$ cat src/rtl/apb_pkg.sv
// Shared APB completer types: FSM state encoding and wait-counter width.
package apb_pkg;

    localparam int unsigned APB_WAIT_W = 4;

    typedef enum logic [1:0] {
        IDLE   = 2'd0,
        ACCESS = 2'd1,
        DONE   = 2'd2
    } apb_slv_state_t;

endpackage

$ cat src/rtl/apb_regfile.sv
// Word-addressed register file: async clear, synchronous write, combinational read.
module apb_regfile #(
    parameter int unsigned DATA_WIDTH = 16,
    parameter int unsigned ADDR_WIDTH = 4,
    parameter int unsigned MEM_DEPTH  = 12
) (
    input  logic                  clk,
    input  logic                  rst,
    input  logic                  we,
    input  logic [ADDR_WIDTH-1:0] waddr,
    input  logic [DATA_WIDTH-1:0] wdata,
    input  logic [ADDR_WIDTH-1:0] raddr,
    output logic [DATA_WIDTH-1:0] rdata
);

    logic [DATA_WIDTH-1:0] mem_q [MEM_DEPTH];
    logic [DATA_WIDTH-1:0] mem_d [MEM_DEPTH];

    // Address decode by comparison keeps unimplemented addresses from aliasing.
    always_comb begin
        mem_d = mem_q;
        for (int unsigned i = 0; i < MEM_DEPTH; i++) begin
            if (we && (waddr == ADDR_WIDTH'(i))) begin
                mem_d[i] = wdata;
            end
        end
    end

    always_comb begin
        rdata = '0;
        for (int unsigned i = 0; i < MEM_DEPTH; i++) begin
            if (raddr == ADDR_WIDTH'(i)) begin
                rdata = mem_q[i];
            end
        end
    end

    always_ff @(posedge clk or posedge rst) begin
        if (rst) begin
            for (int unsigned i = 0; i < MEM_DEPTH; i++) begin
                mem_q[i] <= '0;
            end
        end else begin
            mem_q <= mem_d;
        end
    end

endmodule

$ cat src/rtl/apb_slave_mem.sv
// APB completer backed by a local register file, with programmable wait states
// and pslverr on addresses beyond the implemented depth.
module apb_slave_mem
    import apb_pkg::*;
#(
    parameter int unsigned DATA_WIDTH  = 16,
    parameter int unsigned ADDR_WIDTH  = 4,
    parameter int unsigned MEM_DEPTH   = 12,
    parameter int unsigned WAIT_CYCLES = 1
) (
    input  logic                  pclk,
    input  logic                  prst,
    input  logic                  psel,
    input  logic                  penable,
    input  logic                  pwrite,
    input  logic [ADDR_WIDTH-1:0] paddr,
    input  logic [DATA_WIDTH-1:0] pwdata,
    output logic [DATA_WIDTH-1:0] prdata,
    output logic                  pready,
    output logic                  pslverr
);

    if (WAIT_CYCLES > 15) begin : g_bad_wait
        $error("apb_slave_mem: WAIT_CYCLES must be 0..15");
    end
    if (MEM_DEPTH > (2 ** ADDR_WIDTH)) begin : g_bad_depth
        $error("apb_slave_mem: MEM_DEPTH exceeds address space");
    end

    localparam logic [APB_WAIT_W-1:0] WAIT_INIT = APB_WAIT_W'(WAIT_CYCLES);
    localparam logic [ADDR_WIDTH:0]   DEPTH_L   = (ADDR_WIDTH + 1)'(MEM_DEPTH);

    apb_slv_state_t        state_q, state_d;
    logic [APB_WAIT_W-1:0] cnt_q, cnt_d;
    logic [ADDR_WIDTH-1:0] addr_q, addr_d;
    logic                  wr_q, wr_d;
    logic [DATA_WIDTH-1:0] wdata_q, wdata_d;
    logic                  pready_q, pready_d;
    logic                  pslverr_q, pslverr_d;
    logic [DATA_WIDTH-1:0] prdata_q, prdata_d;

    logic                  mem_we;
    logic [DATA_WIDTH-1:0] mem_rdata;
    logic                  addr_ok;

    assign addr_ok = ({1'b0, addr_q} < DEPTH_L);

    always_comb begin
        state_d   = state_q;
        cnt_d     = cnt_q;
        addr_d    = addr_q;
        wr_d      = wr_q;
        wdata_d   = wdata_q;
        prdata_d  = prdata_q;
        pready_d  = 1'b0;
        pslverr_d = 1'b0;
        mem_we    = 1'b0;
        case (state_q)
            IDLE: begin
                if (psel && !penable) begin
                    addr_d  = paddr;
                    wr_d    = pwrite;
                    wdata_d = pwdata;
                    cnt_d   = WAIT_INIT;
                    state_d = ACCESS;
                end
            end
            ACCESS: begin
                if (!psel) begin
                    state_d = IDLE;
                end else if (penable) begin
                    if (cnt_q != '0) begin
                        cnt_d = cnt_q - APB_WAIT_W'(1);
                    end else begin
                        pready_d = 1'b1;
                        state_d  = DONE;
                        if (!addr_ok) begin
                            pslverr_d = 1'b1;
                            prdata_d  = '0;
                        end else if (wr_q) begin
                            mem_we = 1'b1;
                        end else begin
                            prdata_d = mem_rdata;
                        end
                    end
                end
            end
            DONE: begin
                state_d = IDLE;
            end
            default: begin
                state_d = IDLE;
            end
        endcase
    end

    always_ff @(posedge pclk or posedge prst) begin
        if (prst) begin
            state_q   <= IDLE;
            cnt_q     <= '0;
            addr_q    <= '0;
            wr_q      <= 1'b0;
            wdata_q   <= '0;
            pready_q  <= 1'b0;
            pslverr_q <= 1'b0;
            prdata_q  <= '0;
        end else begin
            state_q   <= state_d;
            cnt_q     <= cnt_d;
            addr_q    <= addr_d;
            wr_q      <= wr_d;
            wdata_q   <= wdata_d;
            pready_q  <= pready_d;
            pslverr_q <= pslverr_d;
            prdata_q  <= prdata_d;
        end
    end

    apb_regfile #(
        .DATA_WIDTH (DATA_WIDTH),
        .ADDR_WIDTH (ADDR_WIDTH),
        .MEM_DEPTH  (MEM_DEPTH)
    ) u_regfile (
        .clk   (pclk),
        .rst   (prst),
        .we    (mem_we),
        .waddr (addr_q),
        .wdata (wdata_q),
        .raddr (addr_q),
        .rdata (mem_rdata)
    );

    assign prdata  = prdata_q;
    assign pready  = pready_q;
    assign pslverr = pslverr_q;

endmodule

$ cat config.mk
export PLATFORM = sky130hd
export DESIGN_NAME = apb_slave_mem
export DESIGN_NICKNAME = d
export VERILOG_FILES = /design/src/rtl/apb_pkg.sv /design/src/rtl/apb_regfile.sv /design/src/rtl/apb_slave_mem.sv
export SDC_FILE = /design/constraint.sdc
export NUM_CORES = 1
export LEC_CHECK = 0
export CORE_ASPECT_RATIO = 1.25
export CORE_MARGIN = 3
export CORE_UTILIZATION = 55
export CTS_CLUSTER_DIAMETER = 40
export DETAILED_ROUTE_END_ITERATION = 6
export DONT_BUFFER_PORTS = 1
export PLACE_DENSITY = 0.73
export RECOVER_POWER = 25
export SLEW_MARGIN = 20
export SYNTH_ARGS = -nofsm -noshare
export SYNTH_HDL_FRONTEND = slang
export SYNTH_SLANG_ARGS = --single-unit
$ cat constraint.sdc
create_clock -name pclk -period 6.6 [get_ports pclk]
set_clock_uncertainty 0.05 [all_clocks]
set_input_delay 0.66 -clock pclk [delete_from_list [all_inputs] [get_ports pclk]]
set_output_delay 0.66 -clock pclk [all_outputs]
set_load 0.05 [all_outputs]
== Word-level counts from Yosys, hierarchy flattened ==
Cells that the tools add are included.

* Shift operators: 0
* Add/sub/neg operators: 1
* Multiplexer cells: 39
* Eq/ne operators: 19
* Div/mod/pow operators: 0
* Reductions and logical operators: 22
* Bitwise operators: 1
* $lt $le $gt $ge: 1
* Multiply operators: 0

{| class="wikitable"
|+ Operators by type and width
! operator !! count
|-
| two-way mux 16 bit || 14
|-
| == test 4 x 3 -> 1 bit, second input constant || 4
|-
| == test 4 bit, second input constant || 4
|-
| two-way mux 4 bit || 4
|-
| two-way mux 1 bit || 15
|-
| logical AND 1 bit || 13
|-
| != test 2 bit, second input constant || 5
|-
| AND reduction 5 bit || 2
|-
| == test 4 x 2 -> 1 bit, second input constant || 2
|-
| two-way mux 2 bit || 4
|-
| one-hot mux 4 bit (2 select lines) || 1
|-
| != test 3 bit, second input constant || 2
|-
| == test 4 x 1 -> 1 bit, second input constant || 1
|-
| zero test 4 bit || 1
|-
| less-than comparator 4 bit, second input constant || 1
|-
| one-hot mux 2 bit (2 select lines) || 1
|-
| nonzero test 4 bit || 1
|-
| subtractor 4 x 1 -> 4 bit, second input constant || 1
|-
| AND reduction 3 bit || 1
|-
| == test 2 x 1 -> 1 bit, second input constant || 1
|-
| zero test 2 bit || 1
|-
| AND reduction 2 bit || 1
|-
| nonzero test 2 bit || 1
|-
| zero test 1 bit || 1
|-
| inverter 1 bit || 1
|}

* Memory bits (read-only): 0
* Bits in writable memories: 0
* Input port bits: 25
* Memories kept: 0
* Register bits after elaboration: 237
* Logic and storage cells: 103
* Output and inout port bits: 18
* Bits in latches: 0

== Longest topological paths before layout ==
* Depth in word-level cells: 15
* Gate-level depth with buffers: 9
* Depth with buffers taken out: 8

== Cells and area by module ==
From an unflattened synthesis, not the netlist that was laid out.

* Cells, all modules: 915
* Area, all modules: 11195.7 µm²

{| class="wikitable"
|+ By module, submodules not included
! module !! instances !! seq. area each (µm²) !! area an instance (µm²) !! cells each
|-
| apb_regfile || 1 || 4804.6 || 9379.0 || 749
|-
| apb_slave_mem || 1 || 1126.1 || 1816.7 || 166
|}

== Worst setup path before layout ==
No wires, ideal clock.

* Kind: input to register
* From: in penable
* To: reg u_regfile.mem_q[100] in the netlist's numbering
* Setup time: 125 ps
* Slack: 4398 ps
* Stages: 8
* Arrival time: 2027 ps
* Data required time: 6425 ps
* Buffers on the path: 2
* Cell sequence: and4b_1 buf_6 nand2_8 inv_6 nand3_4 nor2_8 buf_12 mux2_4

* Word-level cells in the longest chain between the ends: 4

{| class="wikitable"
|+ RTL lines
! item !! line !! source
|-
| from (decl) || apb_slave_mem.sv:14 || <nowiki>input logic penable,</nowiki>
|-
| two-way mux 1 bit || apb_slave_mem.sv:71 || <nowiki>end else if (penable) begin</nowiki>
|-
| two-way mux 1 bit || apb_slave_mem.sv:69 || <nowiki>if (!psel) begin</nowiki>
|-
| two-way mux 1 bit || apb_slave_mem.sv:58 || <nowiki>case (state_q)</nowiki>
|-
| logical AND 1 bit || apb_regfile.sv:23 || <nowiki>if (we && (waddr == ADDR_WIDTH'(i))) begin</nowiki>
|-
| to (signal assigned) || apb_regfile.sv:44 || <nowiki>mem_q <= mem_d;</nowiki>
|-
| to (decl) || apb_regfile.sv:16 || <nowiki>logic [DATA_WIDTH-1:0] mem_q [MEM_DEPTH];</nowiki>
|}

Every way passes these cells.
A chain may end at the register's enable or synchronous reset.

== Worst setup path in the final report ==
* From: reg addr_q[0]
* To: reg u_regfile.mem_q[42] in the netlist's numbering

* Word-level cells in the longest chain between the ends: 7
* Elaborated cells between the ends (all ways): 8
* Those cells by class: order compare (1); eq/ne (1); mux (5); reduce/logical (1)

{| class="wikitable"
|+ RTL lines
! item !! line !! source
|-
| from (decl) || apb_slave_mem.sv:35 || <nowiki>logic [ADDR_WIDTH-1:0] addr_q, addr_d;</nowiki>
|-
| from (signal assigned) || apb_slave_mem.sv:110 || <nowiki>addr_q <= addr_d;</nowiki>
|-
| less-than comparator 4 bit || apb_slave_mem.sv:46 || <nowiki>assign addr_ok = ({1'b0, addr_q} < DEPTH_L);</nowiki>
|-
| two-way mux 1 bit || apb_slave_mem.sv:77 || <nowiki>if (!addr_ok) begin</nowiki>
|-
| two-way mux 1 bit || apb_slave_mem.sv:72 || <nowiki>if (cnt_q != '0) begin</nowiki>
|-
| two-way mux 1 bit || apb_slave_mem.sv:71 ||
|-
| two-way mux 1 bit || apb_slave_mem.sv:69 ||
|-
| two-way mux 1 bit || apb_slave_mem.sv:58 ||
|-
| logical AND 1 bit * || apb_regfile.sv:23 ||
|}

Mark *: on every way between the ends. The rest lies on a longest branch, timed or not.

==> results.cfg <==
[status]
status = complete, but fails checks
violations = capacitance limit, slew limit

[finish]
nNetsFinal = 902
layout-drive-gt1-share_pct = 35.0
diodes = 0
area_delta_synth_final_pct = 9.74
utilization_pct = 61.6
fillCellCount = 1645

[clock_network]
cts_max_path_buffers = 3
cts.clk_slew.worst_paths_ns = 0.06
cts_setup_buffers = 0
cts_tree = yes
h-tree-depth = 1
clock_latency_ns = 0.53
cts_buffers = 29
cts_hold_buffers = 0
clock_sinks = 237
cts_resized = 0
ctsRootBufferMaster = clkbuf_16

[timing]
setup_viol = 0
final-hold-violation-count = 0
worst_pin_slew_ns = 2.69
layout_min_cycle_time_ns = 3.19
report.final.slew_viol_count = 53
tns_ns = 0
rsz0062_at_grt = false
fmax_ghz = 0.314
slew_headroom_pct = -79.1
period_share_pct = 48.3

[detailed_routing]
dr_total_vias = 7303
drt-pass1-iter-count = 5
wl_um = 27000
first_iter_violations = 535
routed_via_density = 6.26
drt.antenna.violating_nets = 0
drc = 0
wl_per_cell_um = 23.1

[synth]
async_flop_share_pct = 100
synth_area_leaders = dfrtp_1 (52%), mux2_2 (20%), mux2_4 (2.7%), a21oi_1 (2.4%), o21ai_0 (2.3%)
synth_cells = 907
yosysSeqAreaShare_pct = 52.4
ys_warn_count = 0
synth_edf_count = 0
synth.top_cell.area_share_pct = 52.4
synth_flop_cell = dfrtp_1
synth_area_leader_cell = dfrtp_1
synthesis.area_mm2 = 0.0113
synth-seq-cells = 237
yosys.cell_types.count = 66
synth_nets = 934
synth_area_per_cell_um2 = 12.5

[run]
drv_cap = 1

[global_route]
grtUsageMet3_pct = 3.75
antenna_found_initial = 0
grt_max_degree = 80
grt_util_met2_pct = 40.3
groute.layer.met1.usage_pct = 32.7
grt_overflow = 0
grt_pass1_vias = 7449
grt_pass1_wl_um = 42500
grtUsageTotal_pct = 24.1
grt_most_used_layer = met2

[setup_path]
endpoint_kind = flip-flop
required_ns = 6.96
cp.depth = 5
critical-path-top-delay-family = simple AND/OR/NAND/NOR gates
timing.rr.end = u_regfile.mem_q[42]
worstPathCellList = inv_1 > nor2_1 > nand3_4 > nor2_8 > mux2_2
cp_slowest_stage_delay_ns = 0.88
timing.rr.start = addr_q[0]
critical_path_class = reg -> reg
cp-start-kind = flip-flop
startpoint = addr_q[0]
path_max_fanout = 41
crit_end = u_regfile.mem_q[42]
crit_arrival_ns = 3.55
cpMaxStageDelayCell = dfrtp_2
cp_num_buf_inv = 1
r2r_setup_slack_ns = 3.41
reg2regPathDepth = 5

[floorplan]
ios = 43
die_h_um = 166
dieWidth_um = 134
coreArea_mm2 = 0.0202
start_util_pct = 56.1
num_rows = 58
die_area_mm2 = 0.0224

[power_and_ir_drop]
cellPowerDensity_mw_per_mm2 = 330
clkPwrFrac_pct = 40.7
peakVddDrop_mv = 0.213
p_int_mw = 2.82
p_sw_mw = 1.28
p_leak_nw = 5.78
swShare_pct = 31.2
p_seq_share_pct = 44.3
pwr-share-comb_pct = 15.0

[place]
place_congestion = 0.786
io_buffers = 0
dp_hpwl_um = 15700

[min_path]
min_path_type = in -> reg
min_from = penable
layout by cell type (no fill, tap or decap), types with 3 or more instances in the layout:
cell,count
dfrtp_1,235
mux2_2,202
a21oi_1,55
o21ai_0,51
nand2_1,37
clkbuf_16,29
nand2b_1,27
mux2_4,20
nor3_1,18
inv_1,17
nor2_1,16
a221oi_1,15
a32o_1,13
o22ai_1,12
a22o_1,12
buf_4,11
o211ai_1,10
mux2i_1,9
nor3_4,7
inv_6,6
nor2b_1,5
nand3_1,5
o2bb2ai_1,5
clkbuf_8,4
clkinvlp_4,4
bufinv_16,4
nor2_8,3
nand3b_1,3
a32oi_1,3
clkbuf_1,3
layer usage:
layer	wire length [µm]	share of wire [%]
met1	11500	42
met2	13600	50
met3	1300	4.8
met4	648	2.4
met5	0	0
cell families (layout without fill, tap and decap cells):
kind of cell | after synthesis | count (layout) | share of synthesized area (%)
mux | 232 | 232 | 23.6
xor+xnor | 2 | 2 | 0.155
buf+inv | 96 | 86 | 4.22
flops | 237 | 237 | 52.4
simple gates | 148 | 148 | 8.51
fa+ha+maj | 2 | 2 | 0.221
compound gates | 190 | 190 | 10.9
sequential cells by signal, indices dropped and copies added, names as in the netlist:
register	cells
cnt_q	4
pslverr	1
state_q	2
wr_q	1
prdata	16
addr_q	4
u_regfile.mem_q	192
pready	1
wdata_q	16
per-stage QoR:
| stage | setup WS, ns | hold slack [ns] | instance area (µm²) | std cells | total power [mW] |
|---|---|---|---|---|---|
| 4_1_cts | 3.42 | 0.137 | 12400 | 1165 | 4.12 |
| 2_1_floorplan | 2.78 | 0.409 | 11300 | 907 | 2.27 |
| 3_5_place_dp | 3.48 | 0.437 | 11400 | 1112 | 2.45 |
| 5_1_grt | 2.91 | 0.129 | 12400 | 1167 | 4.26 |
| 3_3_place_gp | 3.52 | 0.425 | 11400 | 1112 | 2.44 |
| 6_report | 3.41 | 0.151 | 12400 | 1167 | 4.10 |
how the worst min path moves through the flow:
stage	to	cells after the start
after floorplan	u_regfile.mem_q[191]	1
after global placement	u_regfile.mem_q[191]	1
after detailed placement	u_regfile.mem_q[3]	1
after CTS	state_q[0]	1
after global routing	state_q[0]	1
final	state_q[0]	1
cell type report:
class                   instances  area [µm²]  share of cell area [%]
flip-flops and latches        237        5930                    47.7
repair buffers                 14         116                   0.936
inverters                      19        77.6                   0.624
clock buffers                  35         788                    6.34
well taps                     270         338                    2.72
clock inverters                18         244                    1.96
multi-input cells             574        4930                    39.7
power by group through the flow:
| stage | clock (mW) | combinational (mW) | sequential, mW |
|---|---|---|---|
| global placement | 0 | 0.599 | 1.84 |
| global route | 1.75 | 0.671 | 1.84 |
| CTS | 1.69 | 0.615 | 1.82 |
| detailed placement | 0 | 0.610 | 1.84 |
| floorplan | 0 | 0.540 | 1.73 |
| finish | 1.67 | 0.616 | 1.82 |
cells in the mapped netlist, types with 2 or more instances:
cell and n:
a21oi_1 55, buf_4 8, nand3b_1 3, nor2_1 17
clkbuf_1 37, nor3_1 18, o211ai_1 10, mux2_2 202
nor2b_1 6, ha_1 2, or3_1 2, buf_1 5
mux2i_1 9, nor3b_1 2, nand3_1 5, inv_1 18
buf_12 2, a2bb2oi_1 2, o21ai_0 51, a221oi_1 15
nand2_1 37, dfrtp_1 237, o22ai_1 12, nand2b_1 27
a31oi_1 2, o2bb2ai_1 5, buf_6 3, or2_2 2
nor2_8 3, nor3_4 7, and4b_1 2, nand4_1 2
mux2_4 20, a22o_1 12, buf_2 22, a32o_1 13
a32oi_1 3
Power figures use the tool's default switching activity.
